<file path="src/rtl/uart_rx.sv">
// 8N1 UART receiver: two-flop synchronizer, mid-bit sampling from an internal bit-period counter.
// Optional even-parity bit between data and stop when UART_RX_PARITY_EN is defined.
module uart_rx #(
    parameter int CLKS_PER_BIT = 651,
    parameter int HALF_BIT     = CLKS_PER_BIT / 2
) (
    input  logic       i_clk,
    input  logic       i_reset,
    input  logic       i_rx,
    output logic [7:0] o_data,
    output logic       o_valid,
    output logic       o_frame_err,
`ifdef UART_RX_PARITY_EN
    output logic       o_parity_err,
`endif
    output logic       o_busy
);
    localparam int CW = $clog2(CLKS_PER_BIT);

`ifdef UART_RX_PARITY_EN
    typedef enum logic [2:0] {IDLE, START, DATA, PARITY, STOP, WAIT_IDLE} state_t;
`else
    typedef enum logic [2:0] {IDLE, START, DATA, STOP, WAIT_IDLE} state_t;
`endif

    state_t          state_q, state_d;
    logic            rx_meta_q, rx_s_q;
    logic [CW-1:0]   clk_cnt_q, clk_cnt_d;
    logic [2:0]      bit_idx_q, bit_idx_d;
    logic [7:0]      shift_q, shift_d;
    logic [7:0]      data_q, data_d;
    logic            valid_q, valid_d;
    logic            ferr_q, ferr_d;
    logic            busy_q, busy_d;
    logic            par_q, par_d;
    logic            perr_q, perr_d;
    logic            bit_tick;

    assign bit_tick = (clk_cnt_q == CW'(CLKS_PER_BIT - 1));

    always_comb begin
        state_d   = state_q;
        clk_cnt_d = clk_cnt_q + CW'(1);
        bit_idx_d = bit_idx_q;
        shift_d   = shift_q;
        data_d    = data_q;
        valid_d   = 1'b0;
        ferr_d    = 1'b0;
        perr_d    = 1'b0;
        par_d     = par_q;
        case (state_q)
            IDLE: begin
                clk_cnt_d = '0;
                if (!rx_s_q) state_d = START;
            end
            START: begin
                // A start bit that is high again at its midpoint was only a glitch.
                if (clk_cnt_q == CW'(HALF_BIT - 1)) begin
                    clk_cnt_d = '0;
                    bit_idx_d = '0;
                    state_d   = rx_s_q ? IDLE : DATA;
                end
            end
            DATA: begin
                if (bit_tick) begin
                    clk_cnt_d          = '0;
                    shift_d[bit_idx_q] = rx_s_q;
                    if (bit_idx_q == 3'd7) begin
`ifdef UART_RX_PARITY_EN
                        state_d = PARITY;
`else
                        state_d = STOP;
`endif
                    end else begin
                        bit_idx_d = bit_idx_q + 3'd1;
                    end
                end
            end
`ifdef UART_RX_PARITY_EN
            PARITY: begin
                if (bit_tick) begin
                    clk_cnt_d = '0;
                    par_d     = rx_s_q;
                    state_d   = STOP;
                end
            end
`endif
            STOP: begin
                // Leave at mid stop bit so a start edge right after it is not missed.
                if (bit_tick) begin
                    clk_cnt_d = '0;
                    data_d    = shift_q;
                    if (!rx_s_q) begin
                        ferr_d  = 1'b1;
                        state_d = WAIT_IDLE;
                    end else begin
                        if (par_q != ^shift_q) perr_d = 1'b1;
                        else                   valid_d = 1'b1;
                        state_d = IDLE;
                    end
                end
            end
            WAIT_IDLE: begin
                clk_cnt_d = '0;
                if (rx_s_q) state_d = IDLE;
            end
            default: state_d = IDLE;
        endcase
`ifndef UART_RX_PARITY_EN
        par_d  = ^shift_d;
        perr_d = 1'b0;
`endif
        busy_d = (state_d != IDLE);
    end

    always_ff @(posedge i_clk or negedge i_reset) begin
        if (!i_reset) begin
            rx_meta_q <= 1'b1;
            rx_s_q    <= 1'b1;
            state_q   <= IDLE;
            clk_cnt_q <= '0;
            bit_idx_q <= '0;
            shift_q   <= '0;
            data_q    <= '0;
            valid_q   <= 1'b0;
            ferr_q    <= 1'b0;
            perr_q    <= 1'b0;
            par_q     <= 1'b0;
            busy_q    <= 1'b0;
        end else begin
            rx_meta_q <= i_rx;
            rx_s_q    <= rx_meta_q;
            state_q   <= state_d;
            clk_cnt_q <= clk_cnt_d;
            bit_idx_q <= bit_idx_d;
            shift_q   <= shift_d;
            data_q    <= data_d;
            valid_q   <= valid_d;
            ferr_q    <= ferr_d;
            perr_q    <= perr_d;
            par_q     <= par_d;
            busy_q    <= busy_d;
        end
    end

    assign o_data      = data_q;
    assign o_valid     = valid_q;
    assign o_frame_err = ferr_q;
    assign o_busy      = busy_q;
`ifdef UART_RX_PARITY_EN
    assign o_parity_err = perr_q;
`else
    logic unused_perr;
    assign unused_perr = perr_q;
`endif
endmodule
</file>
<file path="config.mk">
export PLATFORM = sky130hd
export DESIGN_NAME = uart_rx
export DESIGN_NICKNAME = d
export VERILOG_FILES = /design/src/rtl/uart_rx.sv
export SDC_FILE = /design/constraint.sdc
export NUM_CORES = 1
export LEC_CHECK = 0
export BUFFER_PORTS_ARGS = -buffer_cell sky130_fd_sc_hd__buf_2
export CORE_MARGIN = 1
export CORE_UTILIZATION = 50
export DETAILED_ROUTE_END_ITERATION = 12
export MAX_ROUTING_LAYER = met4
export PLACE_DENSITY = 0.76
export SLEW_MARGIN = 40
export SYNTH_ARGS = -nofsm -noshare
export SYNTH_HDL_FRONTEND = slang
export SYNTH_SLANG_ARGS = --single-unit
</file>
<file path="constraint.sdc">
create_clock -name i_clk -period 2.3 [get_ports i_clk]
set_input_delay 0 -clock i_clk [delete_from_list [all_inputs] [get_ports i_clk]]
set_output_delay 0 -clock i_clk [all_outputs]
set_load 0.005 [all_outputs]
</file>
==> impl_metrics.tcl, run 1 <==
set metrics [dict create \
    maxCapViolCount 0 \
    pre_cts_ws_ns 0.0981 \
    drive_above_1_share_pct 25.2 \
    p_sw_mw 0.243 \
    ys_async_sr_fraction_pct 100 \
    initialDrtViolationCount 76 \
    synth.distinct_cells 45 \
    dieArea_mm2 0.00436 \
    ant_nets 0 \
    fin_nets 229 \
    utilization_pct 62.2 \
    worstSetupPathType "reg -> reg" \
    p_per_area_mw_per_mm2 525 \
    cts_buffer_depth 2 \
    worstPathArrival_ns 2.31 \
    grt_max_degree 39 \
    wl_mm 3.81 \
    cts_tree "yes" \
    wire_per_inst_um 14.1 \
    p_comb_share_pct 1.6 \
    numCtsBuffers 5 \
    ioPinCount 14 \
    min_period_over_period_pct 93.4 \
    finalSetupViolations 0 \
    max_slew_margin_pct 68.6 \
    avgSynthCellArea_um2 10.4 \
    synth_commonest_cells "36 x dfrtp_1, 26 x nand2_1, 12 x nor2_1, 12 x xnor2_1" \
    p_leak_nw 1.06 \
    grt_pass1_vias 1413 \
    swShare_pct 19.6 \
    cp-end-kind "flip-flop" \
    coreArea_mm2 0.00380 \
    drt-pass1-iter-count 4 \
    synthesis.nets 205 \
    diodes 0 \
    drc 0 \
    track_usage_pct 21.1 \
    cp_max_fo 10 \
    clk_pin_slew_ns 0.07 \
    start_kind "flip-flop" \
    critPathRequiredTime_ns 2.47 \
    portBuffers 13 \
    die_height_um 66.0 \
    syn_area_mm2 0.00205 \
    gp_congestion 0.926 \
    hold_slack_ns 0.195 \
    status "finished clean" \
    clkPwrFrac_pct 43.9 \
    cp_top_family "simple AND/OR/NAND/NOR gates" \
    finalCriticalPeriod_ns 2.15 \
    cts-root-buf "clkbuf_8" \
    clock-sinks 38 \
    dpl.hpwl_mm 2.72 \
    synth_warnings 0 \
    overflow 0 \
    area_growth_pct 15.2 \
    fp.dieW_um 66.0 \
    crit_chain "inv_2 > ha_1 > nand3b_1 > or3_4 > buf_4 > a31oi_1 > a21oi_1 > or3_1" \
    critPathSlowestCell "dfrtp_1" \
    fin_skew_ns 0.00832 \
    worst_pin_slew_ns 0.468 \
    yosysTopAreaCell "dfrtp_1" \
    yosysSeqAreaShare_pct 46.5 \
    initial_core_util_pct 54.0 \
    vias_per_cell 5.41 \
    rows 22 \
    grt_pass1_wl_mm 6.58 \
    slew_violations 0 \
    ys_seq_elements 38 \
    fin_setup_tns_ns 0 \
    ys_top_cells_by_area "dfrtp_1 44%, xnor2_1 5.1%, mux2_2 4.9%, nand2_1 4.8%, xor2_1 3.4%" \
    vias 1462 \
    ys.flop_type "dfrtp_1" \
    slowest_delay_ns 0.43 \
    crit_buf_inv 2 \
    hold_viol_final 0 \
    peakVddDrop_mv 0.493 \
    timing.fmax_mhz 466 \
    htree_levels 2 \
    synth_cells 197 \
    setup_ws_ns 0.153 \
    hold_path_class "in -> async" \
    cts_setup_buffers 0 \
    power_frac_seq_pct 54.5 \
    cellInternalPower_mw 0.996 \
    synth.top_cell.area_share_pct 44.0 \
    yosysMostFrequentCell "dfrtp_1" \
    rsz0062_at_grt "false" \
    clkLatencyLatePin_ns 0.29 \
    antenna_found_initial 0 \
    synth_edf_count 0 \
]
power groups by stage:
stage          combinational (mW)  clock, mW  sequential [mW]
2_1_floorplan             0.00625          0            0.684
3_3_place_gp               0.0175          0            0.688
3_5_place_dp               0.0177          0            0.688
4_1_cts                    0.0203      0.563            0.676
5_1_grt                    0.0231      0.595            0.676
6_report                   0.0196      0.543            0.676
path summary, 6_finish.rpt:
kind                                    to          from  slack (ns)  cells after the start
worst max-delay path                o_busy  clk_cnt_q[0]        0.15                      8
worst min-delay path            shift_q[3]       i_reset        0.19                      2
worst max register to register      o_busy  clk_cnt_q[0]        0.15                      8
worst min register to register      rx_s_q     rx_meta_q        0.36                      0
max in group asynchronous        rx_meta_q       i_reset        1.73                      2
min in group i_clk                  rx_s_q     rx_meta_q        0.36                      0
layer usage:
| metal | share of wire, % | track usage (%) | vias to the layer above |
|---|---|---|---|
| met5 | 0 | - | - |
| met4 | 1.6 | 7.18 | 0 |
| met3 | 4.0 | 5.69 | 5 |
| met2 | 48 | 33.8 | 36 |
| met1 | 47 | 25.7 | 680 |
| li1 | - | - | 741 |
layout make-up:
class                      count  area (um2)
multi-input combinational    145        1060
inverter                       7        26.3
tap                           48        60.1
clock inverter                 3        40.0
clock buffer                   5        68.8
sequential                    38         953
fill                         331        1440
timing repair buffer          24         155
cell usage in the layout (no fill, tap or decap), drive strengths merged, types with 5 or more instances in the layout:
| master | n |
|---|---|
| mux2 | 9 |
| nor3 | 6 |
| xor2 | 8 |
| xnor2 | 12 |
| clkbuf | 5 |
| and3 | 5 |
| nand3 | 6 |
| inv | 7 |
| ha | 5 |
| buf | 22 |
| nor4 | 9 |
| nor2 | 12 |
| dfrtp | 36 |
| nand2 | 26 |
| o21ai | 5 |
flip-flops by register name, indices dropped and copies added, names as in the netlist:
register	cells
par_q	1
rx_s_q	1
o_busy	1
rx_meta_q	1
o_valid	1
shift_q	8
state_q	3
clk_cnt_q	10
o_frame_err	1
o_data	8
bit_idx_q	3
worst reg2reg max path, cell delays in order (launching register included):
cell and delay, ns:
dfrtp_1 0.43, inv_2 0.08, ha_1 0.15, nand3b_1 0.16
or3_4 0.37, buf_4 0.18, a31oi_1 0.17, a21oi_1 0.10
or3_1 0.38
metrics by stage:
step | cell area, um2 | std cells | power [mW]
after floorplan | 2050 | 197 | 0.691
after global placement | 2210 | 260 | 0.706
after detailed placement | 2210 | 260 | 0.706
after CTS | 2330 | 270 | 1.26
after global routing | 2360 | 270 | 1.29
final | 2360 | 270 | 1.24
cells by family after synthesis:
logic type                 after synthesis  synth area share (%)
DFF                                     38                  46.5
xor gates and xnor gates                21                  9.65
and+or+nand+nor                         89                  25.3
buffers and inverters                   14                  3.05
adders and majority gates                5                  3.05
muxes                                   13                  6.90
AOI/OAI and AO/OA                       17                  5.50
repair_timing:
item | 4_1_cts | 5_1_grt
hold endpoints to repair | 37 | 0
hold buffers | 2 | 0
setup endpoints to repair | 0 | 4
resized for setup | 0 | 5
No activity file was read; power rests on OpenSTA's default activity.
==> run 2, diff against run 1 <==
--- a/config.mk
+++ b/config.mk
@@ -7,2 +7,3 @@
 export LEC_CHECK = 0
+export ABC_AREA = 1
 export BUFFER_PORTS_ARGS = -buffer_cell sky130_fd_sc_hd__buf_2
@@ -13,2 +14,3 @@
 export PLACE_DENSITY = 0.76
+export SETUP_SLACK_MARGIN = 0.1
 export SLEW_MARGIN = 40
--- a/constraint.sdc
+++ b/constraint.sdc
@@ -3,2 +3,2 @@
 set_output_delay 0 -clock i_clk [all_outputs]
-set_load 0.005 [all_outputs]
+set_load 0.01 [all_outputs]
==> run 2 against run 1 <==
  * Area after synthesis up 7.2%
  * Critical path depth rose by 8
  * Worst setup slack better by 0.21 ns
  * Die area increased by 7.0%
  * Sequential power about the same
  * First-iteration DRC count up 38%
  * Maximum frequency grew 11%
  * Sequential cell count unchanged
  * Sequential share of layout area down 2.4 points
  * Global-route usage decreased by 0.37 points
  * Critical endpoint is now par_q
  * Largest power group is now the clock network
  * Register-to-register slack improved by 0.21 ns
  * Clock skew decreased by 0.0027 ns
==> impl_metrics.tcl, run 2 <==
set metrics [dict create \
    slew_violations 0 \
    hold_viol_final 0 \
    initialDrtViolationCount 105 \
    rows 23 \
    vias_per_cell 4.95 \
    hold_path_class "in -> async" \
    clock-sinks 38 \
    portBuffers 13 \
    grt_max_degree 22 \
    synthAdderAreaFrac_pct 2.85 \
    coreArea_mm2 0.00412 \
    start_kind "flip-flop" \
    status "finished clean" \
    clkLatencyLatePin_ns 0.29 \
    dp.cells 357 \
    cp_max_fo 16 \
    rsz0062_at_grt "false" \
    ys_top_cells_by_area "dfrtp_1 41%, nand2_1 14%, inv_1 6.8%, nor2_1 5.5%, nand3_1 4.8%" \
    cts_tree "yes" \
    fin_skew_ns 0.00557 \
    synth_xor_area_share_pct 3.59 \
    diodes 0 \
    worstPathArrival_ns 2.17 \
    stdcell_count 367 \
    initial_core_util_pct 53.4 \
    track_usage_pct 20.7 \
    overflow 0 \
    p_per_area_mw_per_mm2 556 \
    ys_seq_elements 38 \
    postCtsHoldBufs 2 \
    finalCriticalPeriod_ns 1.94 \
    min_period_over_period_pct 84.4 \
    swShare_pct 18.1 \
    utilization_pct 60.9 \
    finalSetupViolations 0 \
    wl_mm 4.12 \
    synth-compound-area-share_pct 8.09 \
    peakVddDrop_mv 0.337 \
    grt_pass1_wl_mm 6.84 \
    drc 0 \
    synth_top_family_by_area "simple AND/OR/NAND/NOR gates" \
    largest_register_ffs 10 \
    die_height_um 68.3 \
    drive_above_1_share_pct 16.1 \
    synthSimpleGateAreaFrac_pct 33.5 \
    yosysTopAreaCell "dfrtp_1" \
    layout_common_cells "82 x nand2_1, 40 x inv_1, 36 x dfrtp_1, 32 x nor2_1" \
    ant_nets 0 \
    critPathRequiredTime_ns 2.53 \
    cp-end-kind "flip-flop" \
    synth_cells 294 \
    numCtsBuffers 5 \
    r2r_cells 16 \
    ys.flop_type "dfrtp_1" \
    clk_pin_slew_ns 0.07 \
    vias 1817 \
    top_register "clk_cnt_q" \
    fin_nets 324 \
    htree_levels 2 \
    yosysSeqAreaShare_pct 43.4 \
    power_frac_seq_pct 48.3 \
    mostFrequentLayoutCell "nand2_1" \
    dieArea_mm2 0.00466 \
    ioPinCount 14 \
    clkPwrFrac_pct 49.9 \
    antenna_found_initial 0 \
    p_sw_mw 0.252 \
    dpl.hpwl_mm 3.18 \
    p_comb_share_pct 1.8 \
    synth.mux.area_fraction_pct 0 \
    syn_area_mm2 0.00220 \
    hold_slack_ns 0.176 \
    synthesis.nets 302 \
    max_slew_margin_pct 71.0 \
    cts_buffer_depth 2 \
    cts_setup_buffers 0 \
    worst_pin_slew_ns 0.435 \
    wire_per_inst_um 11.2 \
    worstSetupPathType "reg -> reg" \
    maxCapViolCount 0 \
    gp_congestion 0.861 \
    synth.distinct_cells 29 \
    synth_warnings 0 \
    cts-root-buf "clkbuf_8" \
    fp.dieW_um 68.3 \
    avgSynthCellArea_um2 7.47 \
    drt-pass1-iter-count 4 \
    grt_pass1_vias 1588 \
    area_growth_pct 14.1 \
    ys_async_sr_fraction_pct 100 \
    yosysMostFrequentCell "nand2_1" \
    p_leak_nw 1.25 \
    cellInternalPower_mw 1.14 \
    synth_commonest_cells "82 x nand2_1, 40 x inv_1, 36 x dfrtp_1" \
    fin_setup_tns_ns 0 \
    timing.fmax_mhz 515 \
    synth_edf_count 0 \
    synth.top_cell.area_share_pct 41.0 \
    post_cts_resized 0 \
]
==> run 2: cell types whose count changed after synthesis, moves of 6 or more <==
cell and change:
nand2_1 +56, inv_1 +33, nor2_1 +20, o21ai_0 +16, nand3_1 +15, mux2_2 -9
nor4_1 -9, nor2_2 +6, xnor2_1 -6
==> run 2: logic make-up after synthesis <==
group | Yosys count
flops | 38
compound gates | 33
simple gates | 161
buf+inv | 48
xor+xnor | 9
fa+ha+maj | 5
==> run 2: metrics by stage <==
step / power, mW / area, um2 / setup WS, ns
global route: 1.43 / 2510 / 0.144
CTS: 1.41 / 2510 / 0.349
floorplan: 0.688 / 2200 / 0.589
detailed placement: 0.711 / 2340 / 0.378
finish: 1.39 / 2510 / 0.358
global placement: 0.704 / 2320 / 0.441
==> run 2: routing by layer <==
metal | up-vias | part of all wire, % | GRT usage [%] | wire [um]
met5 | - | 0 | - | 0
met4 | 0 | 1.5 | 7.29 | 62
met3 | 7 | 3.4 | 5.00 | 140
met2 | 32 | 45 | 32.7 | 1860
met1 | 824 | 50 | 25.6 | 2060
li1 | 954 | - | - | -
==> run 2: final cells by class <==
class | count | area, um2
inverters | 46 | 173
multi-input cells | 208 | 1060
flip-flops and latches | 38 | 953
repair buffers | 17 | 120
fillers | 378 | 1610
clock inverters | 2 | 60.1
well taps | 50 | 62.6
clock buffers | 6 | 82.6
==> run 2: final timing paths <==
check,from,end,slack (ns)
worst max-delay path,clk_cnt_q[0],par_q,0.36
worst min register to register,rx_meta_q,rx_s_q,0.36
max in group asynchronous,i_reset,rx_meta_q,1.60
worst min-delay path,i_reset,o_data[7],0.18
worst max register to register,clk_cnt_q[0],par_q,0.36
min in group i_clk,i_rx,rx_meta_q,0.35
==> run 2: critical path, stage by stage (launching register included) <==
cell and delay, ns:
dfrtp_1 0.42, inv_1 0.09, ha_1 0.16, nand2_1 0.07, inv_1 0.05, nand2_1 0.07, nor2_4 0.10, nand3_4 0.19
nand2_1 0.11, nand2_1 0.10, nand2_1 0.10, inv_1 0.04, nor2_1 0.12, nand2_1 0.07, nand2_1 0.07, nand2_1 0.05
nand2_1 0.06
==> run 2: power groups by stage <==
stage / combinational (mW) / sequential, mW / clock (mW)
6_report: 0.0254 / 0.673 / 0.696
5_1_grt: 0.0298 / 0.673 / 0.731
4_1_cts: 0.0270 / 0.673 / 0.713
3_5_place_dp: 0.0245 / 0.686 / 0
3_3_place_gp: 0.0183 / 0.686 / 0
2_1_floorplan: 0.00245 / 0.685 / 0
